File: config.mk
export PLATFORM = sky130hd
export DESIGN_NAME = imem_loader
export DESIGN_NICKNAME = d
export VERILOG_FILES = /design/src/rtl/imem_loader.sv
export SDC_FILE = /design/constraint.sdc
export NUM_CORES = 1
export LEC_CHECK = 0
export CORE_MARGIN = 10
export CORE_UTILIZATION = 33
export DETAILED_ROUTE_END_ITERATION = 10
export DONT_BUFFER_PORTS = 1
export MAX_ROUTING_LAYER = met4
export PLACE_DENSITY = 0.43
export RECOVER_POWER = 100
export SYNTH_ARGS = -nofsm -noshare
export SYNTH_HDL_FRONTEND = slang
export SYNTH_SLANG_ARGS = --single-unit
File: constraint.sdc
create_clock -name clk -period 3.8 [get_ports clk]
set_input_delay 0.38 -clock clk [delete_from_list [all_inputs] [get_ports clk]]
set_output_delay 0.38 -clock clk [all_outputs]
set_load 0.05 [all_outputs]
File: src/rtl/imem_loader.sv
// Bootloader engine: receives a framed byte stream, assembles little-endian 32-bit words,
// writes them to instruction memory and releases the core only on a checksum-verified image.
module imem_loader #(
    parameter int          ADDR_W      = 12,
    parameter int          DEPTH_WORDS = 128,
    parameter logic [7:0]  SYNC_BYTE   = 8'hA5,
    parameter int          CNT_W       = $clog2(DEPTH_WORDS) + 1
) (
    input  logic              clk,
    input  logic              reset_n,
    input  logic              start,
    input  logic [7:0]        rx_data,
    input  logic              rx_valid,
    output logic              rx_ready,
    output logic              mem_we,
    output logic [ADDR_W-1:0] mem_addr,
    output logic [31:0]       mem_wdata,
    output logic              busy,
    output logic              done,
    output logic              error,
    output logic              core_hold,
    output logic [CNT_W-1:0]  words_loaded
);

    typedef enum logic [2:0] {
        S_IDLE, S_SYNC, S_LEN0, S_LEN1, S_DATA, S_CHECK, S_DONE, S_ERROR
    } state_t;

    state_t             state, state_n;
    logic [15:0]        len;
    logic [CNT_W-1:0]   word_idx;
    logic [1:0]         byte_idx;
    logic [31:0]        word_buf;
    logic [7:0]         sum;

    logic               accept;
    logic               restart;
    logic [15:0]        n_len;
    logic               len_bad;
    logic               last_word;
    logic               chk_ok;

    assign accept    = rx_valid && rx_ready;
    assign restart   = start && ((state == S_IDLE) || (state == S_DONE) || (state == S_ERROR));
    assign n_len     = {rx_data, len[7:0]};
    assign len_bad   = (n_len == 16'd0) || (n_len > 16'(DEPTH_WORDS));
    assign last_word = (16'(word_idx) == (len - 16'd1));
    assign chk_ok    = (8'(sum + rx_data) == 8'h00);

    assign done      = (state == S_DONE);
    assign error     = (state == S_ERROR);
    // A failed load keeps the core held so a partial image never executes.
    assign core_hold = busy || error;

    always_ff @(posedge clk or negedge reset_n) begin
        if (!reset_n) state <= S_IDLE;
        else          state <= state_n;
    end

    always_comb begin
        state_n  = state;
        rx_ready = 1'b0;
        busy     = 1'b0;
        case (state)
            S_IDLE: begin
                if (start) state_n = S_SYNC;
            end
            S_SYNC: begin
                rx_ready = 1'b1;
                busy     = 1'b1;
                if (accept && (rx_data == SYNC_BYTE)) state_n = S_LEN0;
            end
            S_LEN0: begin
                rx_ready = 1'b1;
                busy     = 1'b1;
                if (accept) state_n = S_LEN1;
            end
            S_LEN1: begin
                rx_ready = 1'b1;
                busy     = 1'b1;
                if (accept) state_n = len_bad ? S_ERROR : S_DATA;
            end
            S_DATA: begin
                rx_ready = 1'b1;
                busy     = 1'b1;
                if (accept && (byte_idx == 2'd3) && last_word) state_n = S_CHECK;
            end
            S_CHECK: begin
                rx_ready = 1'b1;
                busy     = 1'b1;
                if (accept) state_n = chk_ok ? S_DONE : S_ERROR;
            end
            S_DONE, S_ERROR: begin
                if (start) state_n = S_SYNC;
            end
            default: state_n = S_IDLE;
        endcase
    end

    always_ff @(posedge clk or negedge reset_n) begin
        if (!reset_n) begin
            mem_we       <= 1'b0;
            mem_addr     <= '0;
            mem_wdata    <= '0;
            words_loaded <= '0;
            len          <= '0;
            word_idx     <= '0;
            byte_idx     <= '0;
            word_buf     <= '0;
            sum          <= '0;
        end else begin
            mem_we <= 1'b0;
            if (restart) begin
                words_loaded <= '0;
                word_idx     <= '0;
                byte_idx     <= '0;
                sum          <= '0;
            end
            if (accept) begin
                case (state)
                    S_LEN0: len[7:0]  <= rx_data;
                    S_LEN1: len[15:8] <= rx_data;
                    S_DATA: begin
                        sum                    <= sum + rx_data;
                        word_buf[8*byte_idx +: 8] <= rx_data;
                        byte_idx               <= byte_idx + 2'd1;
                        // Fourth byte completes the word; the write strobe follows one cycle later.
                        if (byte_idx == 2'd3) begin
                            mem_we       <= 1'b1;
                            mem_addr     <= ADDR_W'({word_idx, 2'b00});
                            mem_wdata    <= {rx_data, word_buf[23:0]};
                            words_loaded <= words_loaded + CNT_W'(1);
                            if (!last_word) word_idx <= word_idx + CNT_W'(1);
                        end
                    end
                    default: ;
                endcase
            end
        end
    end

endmodule

==> summary.md, run 1 <==
| Metric | Value |
|---|---|
| Max_cap viols | 1 |
| CTS buffer count | 9 |
| First-pass GRT wire length | 21.7 mm |
| Cell taking the most area after synthesis | dfrtp_1 |
| Setup TNS | 0 ns |
| Core ar. | around 16000 um2 |
| Highest net fanout along the worst path | 19 |
| Diode count | 0 |
| Hold Fails Final Rpt | 0 |
| Warning count from the yosys run | 0 |
| Area occupied by multi-input gates | approximately 2400 um2 |
| Initial drt markers | 184 |
| Met2 WL | approximately 6.1 mm |
| Remaining DRCs | 0 |
| H-tree depth | 3 |
| Flops & latches, synth | 110 |
| Critical Path Sink Type | register |
| First-pass detailed-route iteration total | 4 |
| Final WL | approximately 14 mm |
| Kind of critical path | reg -> reg |
| Cell area after synthesis | around 5400 um2 |
| Vias/cell | 4.91 |
| Post-DP HPWL | 9.20 mm |
| Fin crit period | just under 3 ns |
| Total power | approximately 3400 uW |
| Period utilization | 0.764 |
| DP Cell Count | approximately 780 |
| Post_cts resized | 0 |
| Vias in the first global route | 3877 |
| CP Data Required Time | between 4 and 5 ns |
| Root Buffer Master | clkbuf_16 |
| Syn Inst Count | around 600 |
| Slew HR | -0.846 |
| Fin nets | approximately 600 |
| Crit Reg-Reg Startpoint | state[1]$_DFFE_PN0P_ |
| WP data arrival | ~3.1 ns |
| I/O pin cnt | 70 |
| Layout Utilization | 0.365 |
| Seq/Total Area, Yosys | 0.514 |
| Top FF cell, synth | dfrtp_1 |
| Die Y | ~150 um |
| Share of layout cells above drive strength 1 | 0.0650 |
| Asr flop ratio synth | 1.00 |
| Pin count of the biggest net entering global routing | between 100 and 150 |
| Count leader, synth | nand2_1 |
| CTS tree | yes |
| Register-to-Register Setup Slack | about 0.9 ns |
| RSZ-0062 raised after global routing | no |
| Measured slew at the worst slew-check pin | 2.77 ns |
| Area share of the largest cell type after synthesis | 0.514 |
| Outcome | finished, violations left |
| Hold depth | 2 |
| Startpoint types | register |
| Vias | between 3000 and 4000 |
| Die Wd | roughly 150 um |
| # rows | 46 |
| GR Overflow Total | 0 |
| Fill cells | ~1700 |
| Clock Latency Late Sink | 0.35 ns |
| Number of routed nets with antenna violations | 0 |
| Failing checks | capacitance limit, slew limit |
| Fmax achieved | around 0.34 GHz |
| Met1 WL | ~6.4 mm |
| Mapped Avg Cell Area | 9.04 um2 |
| Unique masters post-synth | 49 |
| Hold Startpoint | rx_data[4] |
| Total Routing Usage GR | 0.129 |
| CTS clk-pin slew, worst paths | around 0.07 ns |
| Leak | 0.00272 uW |
| Seq. cell area | roughly 2800 um2 |
| PD cells | between 500 and 600 nW/um2 |
| Initial antenna violation count | 0 |
| Synthesis-to-layout area growth | 8.10% |
| Clk buf depth | 2 |
| Slew Viols, Final | between 100 and 150 |
| Worst R2R End | words_loaded[7]$_DFF_PN0_ |
| DR top layer | met4 |
| Worst-case reg-to-reg path depth | 8 |
| Top cells by area, synth | dfrtp_1, nand2_1, o21ai_0, ha_1, mux2_2 |
| Final Setup Violations | 0 |
| Die area | 21700 um2 |
| Post-synth top cells | nand2_1, dfrtp_1, o21ai_0, nand3_1, clkbuf_1 |
| PortBufs | 0 |
| Wirelength per Cell | roughly 17 um |
| Post-synth EDFFs | 0 |
| Final setup skew | approximately 0.0074 ns |
| Initial Utilization | 0.337 |
| HP Class | in -> reg |
| Clk sinks | 110 |
| Hold Path Sink | mem_wdata[28]$_DFFE_PN0P_ |
| GP Congestion | between 0.8 and 0.9 |
| Met3 wire length | 813 um |
| Final Non-Filler Cells | ~800 |
| VDD IR max | approximately 0.37 mV |
## placed cells by master, fill, tap and decap left out, types with 2 or more instances in the layout
master | netlist | layout
nand2_1 | 206 | 206
o21a_1 | 2 | 2
nor2_1 | 13 | 13
nor4_4 | 2 | 2
nand2b_1 | 7 | 7
ha_1 | 15 | 15
a21o_1 | 3 | 3
nand3_1 | 24 | 24
dfrtp_1 | 110 | 110
conb_1 | 1 | 4
nor3b_1 | 3 | 3
xor2_1 | 4 | 4
a41oi_1 | 2 | 2
o31ai_1 | 3 | 3
nor3_1 | 7 | 7
o22ai_1 | 3 | 3
nor4_1 | 2 | 2
o21ai_0 | 47 | 47
inv_1 | 13 | 13
clkbuf_1 | 16 | 2
or2_2 | 2 | 2
a21oi_1 | 13 | 12
mux2i_1 | 3 | 3
mux2_2 | 13 | 13
a31o_1 | 5 | 5
and3_1 | 7 | 7
xnor2_1 | 13 | 13
buf_4 | 5 | 4
a31oi_1 | 3 | 3
or3_1 | 5 | 5
clkbuf_16 | 0 | 9
o211ai_1 | 4 | 4
nand3b_1 | 4 | 4
nand4_1 | 8 | 8
## how the worst max path moves through the flow
stage                                           end                 start
after floorplan           words_loaded[5]$_DFF_PN0_  state[0]$_DFFE_PN0P_
after global placement        word_idx[1]$_DFF_PN0_    len[2]$_DFFE_PN0P_
after detailed placement      word_idx[1]$_DFF_PN0_    len[2]$_DFFE_PN0P_
after CTS                     word_idx[1]$_DFF_PN0_    len[2]$_DFFE_PN0P_
after global routing      words_loaded[5]$_DFF_PN0_  state[1]$_DFFE_PN0P_
final                     words_loaded[7]$_DFF_PN0_  state[1]$_DFFE_PN0P_
## power breakdown
part	internal, uW	leakage, uW	switching (uW)
Sequential	1350	0.00149	210
Clock	466	0.000133	432
Combinational	392	0.00109	572
## metrics by stage
step           hold WS (ns)  area (um2)  setup WS, ns
2_1_floorplan        0.0844        5370          1.38
3_3_place_gp         0.0882        5520          1.08
3_5_place_dp         0.0885        5520         0.966
4_1_cts             0.00244        5820         0.947
5_1_grt               0.127        5790         0.534
6_report              0.137        5790         0.898
## registers in the layout (all words and copies together), names as in the netlist
signal / cells
words_loaded: 8
mem_wdata: 32
word_buf: 24
byte_idx: 2
word_idx: 8
mem_addr: 8
len: 16
state: 3
sum: 8
mem_we: 1
## what timing repair did
item / CTS / global route
hold endpoints to repair: 110 / 0
buffers inserted: 0 / 0
hold buffers: 1 / 0
## per-layer routing
| layer | vias to the layer above | global-route usage |
|---|---|---|
| met3 | 13 | 0.0391 |
| met2 | 72 | 0.197 |
| met4 | 0 | 0.0456 |
| li1 | 1957 | - |
| met5 | - | - |
| met1 | 1890 | 0.160 |
## cells by family (layout without fill, tap and decap cells)
logic type | after synthesis | count (layout) | synth area share
AOI/OAI and AO/OA | 90 | 90 | 0.0990
xor gates and xnor gates | 17 | 17 | 0.0278
adders and majority gates | 16 | 16 | 0.0387
buffers and inverters | 45 | 34 | 0.0395
DFF | 110 | 110 | 0.514
muxes | 16 | 16 | 0.0329
other | 1 | 4 | 0.000700
and+or+nand+nor | 298 | 298 | 0.248
## critical path: stages (launching register included)
cell      delay, ns
dfrtp_1        0.50
nor2_1         0.22
and3_1         0.17
buf_4          0.16
nand2_1        0.41
inv_1          0.63
nand4_1        0.31
o211ai_1       0.26
o31ai_1        0.10
## layout make-up
| type | count | area share |
|---|---|---|
| Clock buffer | 12 | 0.0425 |
| Clock inverter | 4 | 0.00518 |
| Tap cell | 216 | 0.0466 |
| Inverter | 13 | 0.00842 |
| Timing Repair Buffer | 5 | 0.00605 |
| Multi-Input combinational cell | 441 | 0.416 |
| Sequential cell | 110 | 0.475 |
(Power assumes the default switching activity.)
==> inputs of run 2 (changes only) <==
- clock period: 3.8 -> 3 ns (I/O delays scaled with it)
==> run 2 against run 1 <==
Clock-buffer cell count is 1 lower. Largest cell class unchanged. Power is 28% higher. Highest routed layer unchanged. Critical path depth is 1 lower. Global-route usage is 0.39 points higher. First-iteration DRC count is 8.2% higher. Wire length is 2.3% higher. Sequential power is 27% higher. Clock skew is 0.00051 ns lower. Largest power group unchanged. Critical endpoint is now word_idx[1]$_DFF_PN0_. Via count is 1.6% higher. Die area stayed put. The flow still finishes with violations (capacitance limit, slew limit).
==> summary.md, run 2 (same netlist as run 1, synthesis figures left out) <==
| Metric | Value |
|---|---|
| First-pass detailed-route iteration total | 5 (+1) |
| Post-DP HPWL | 9.21 mm (+0.14%) |
| Clk sinks | 110 (unchanged) |
| Fin nets | 616 (+1.3%) |
| CP Data Required Time | 3.28 ns (-0.74 ns) |
| Most common cell after layout, fill and taps aside | nand2_1 |
| Hold Fails Final Rpt | 0 (unchanged) |
| GR Overflow Total | 0 (unchanged) |
| Largest registers | mem_wdata (32), word_buf (24), len (16) |
| CTS buffer count | 9 (unchanged) |
| PD cells | 749 nW/um2 (+27%) |
| Vias | 3994 (+1.6%) |
| Synthesis-to-layout area growth | 9.27% |
| CP max stage delay | 0.58 ns (-0.05 ns) |
| Layout Cell Area excl Fill | 5860 um2 (+1.1%) |
| Setup TNS | 0 ns (unchanged) |
| Initial antenna violation count | 0 (unchanged) |
| H-tree depth | 3 (unchanged) |
| CTS clk-pin slew, worst paths | 0.08 ns (about the same) |
| Share of layout cells above drive strength 1 | 0.0725 (+0.00756) |
| # rows | 46 (unchanged) |
| Vias in the first global route | 3883 (+0.15%) |
| RSZ-0062 raised after global routing | no |
| WP data arrival | 2.96 ns (-0.16 ns) |
| PortBufs | 0 (unchanged) |
| Period utilization | 0.893 (+0.129) |
| Max FFs per register | 32 (unchanged) |
| Vias/cell | 4.94 (+0.57%) |
| Post_cts resized | 0 (unchanged) |
| Post-CTS Setup Bufs | 0 (unchanged) |
| Clock Latency Late Sink | 0.35 ns (about the same) |
| Startpoint types | register |
| Clk buf depth | 2 (unchanged) |
| Outcome | finished, violations left |
| Critical Path Sink Type | register |
| Wirelength per Cell | 17.1 um (+1.3%) |
| Worst Hold Slack | 0.0496 ns (-0.0872 ns) |
| Final Setup Violations | 0 (unchanged) |
| Total Routing Usage GR | 0.133 (+0.00389) |
| Die Wd | 147 um (unchanged) |
| Hold Buf Count CTS | 2 (+1) |
| Fill cells | 1703 (+1.8%) |
| Number of routed nets with antenna violations | 0 (unchanged) |
| Measured slew at the worst slew-check pin | 1.52 ns (-1.25 ns) |
| VDD IR max | 0.604 mV (+64%) |
| Kind of critical path | reg -> reg |
| Root Buffer Master | clkbuf_16 |
| Highest net fanout along the worst path | 11 (-8) |
| First-pass GRT wire length | 22.6 mm (+4.3%) |
| Worst-path cell chain | nor3_2 -> a41oi_1 -> a32oi_1 -> a21oi_1 -> nor4_4 -> nand2b_1 -> mux2i_1 |
| Max_cap viols | 1 (unchanged) |
| Layout Utilization | 0.369 (+0.00394) |
| GP Congestion | 0.817 (-0.93%) |
| Slew HR | -0.0148 (+0.831) |
| Post-DP Area | 5570 um2 (+0.95%) |
| Die area | 21700 um2 (unchanged) |
| Slowest cell on the critical path | nor3_2 |
| Leak | 0.00275 uW (+1.2%) |
| Diode count | 0 (unchanged) |
| I/O pin cnt | 70 (unchanged) |
| Core ar. | 15900 um2 (unchanged) |
| Fmax achieved | 0.373 GHz (+8.4%) |
| CTS tree | yes |
| Final setup skew | 0.00692 ns (-0.000507 ns) |
| Initial drt markers | 199 (+8.2%) |
| Fin crit period | 2.68 ns (-0.225 ns) |
| Pin count of the biggest net entering global routing | 111 (unchanged) |
| Initial Utilization | 0.337 (unchanged) |
| Most frequent cells in the layout | nand2_1, dfrtp_1, o21ai_0 |
| Remaining DRCs | 0 (unchanged) |
| Register-to-Register Setup Slack | 0.32 ns (-0.58 ns) |
| Final WL | 13.9 mm (+2.3%) |
| HP Class | in -> reg |
| Die Y | 147 um (unchanged) |
| Reg with most FFs | mem_wdata |
| Failing checks | capacitance limit, slew limit |
| Slew Viols, Final | 111 (unchanged) |
-- run 2: final cells by class --
type | instances | area (um2) | share of cell area
clock buffer | 11 | 243 | 0.0414
clock inverter | 5 | 43.8 | 0.00748
inverter | 13 | 48.8 | 0.00833
multi-input combinational | 441 | 2410 | 0.411
sequential | 110 | 2750 | 0.470
tap | 216 | 270 | 0.0461
timing repair buffer | 13 | 88.8 | 0.0152
-- run 2: path summary, 6_finish.rpt --
check,startpoint,depth (start not counted),to
min reg2reg,word_buf[12]$_DFFE_PN0P_,2,mem_wdata[12]$_DFFE_PN0P_
max reg2reg,len[2]$_DFFE_PN0P_,7,word_idx[1]$_DFF_PN0_
min in group asynchronous,reset_n,2,mem_wdata[1]$_DFFE_PN0P_
max in group asynchronous,reset_n,2,sum[4]$_DFF_PN0_
max,len[2]$_DFFE_PN0P_,7,word_idx[1]$_DFF_PN0_
min,rx_data[4],2,mem_wdata[28]$_DFFE_PN0P_
-- run 2: critical path, delay by kind of cell, from the launching register on --
family,cells,cell delay (ns)
compound gates,3,0.55
flops,1,0.45
mux,1,0.22
simple gates,3,1.38
-- run 2: layer usage --
| layer | vias up | global-route usage | wire (um) |
|---|---|---|---|
| met5 | - | - | 0 |
| met3 | 11 | 0.0385 | 914 |
| met4 | 0 | 0.0367 | 131 |
| li1 | 1982 | - | - |
| met1 | 1902 | 0.174 | 6590 |
| met2 | 99 | 0.197 | 6220 |
-- run 2: power breakdown --
group | internal [uW] | switching [uW]
combinational | 507 | 728
sequential | 1710 | 268
clock | 596 | 576
-- run 2: stage by stage --
| step | total power [uW] | worst slack, ns | instances |
|---|---|---|---|
| 2_1_floorplan | 2980 | 0.583 | 596 |
| 3_3_place_gp | 3200 | 0.469 | 791 |
| 3_5_place_dp | 3220 | 0.356 | 791 |
| 4_1_cts | 4450 | 0.326 | 809 |
| 5_1_grt | 4710 | 0.108 | 809 |
| 6_report | 4390 | 0.322 | 809 |
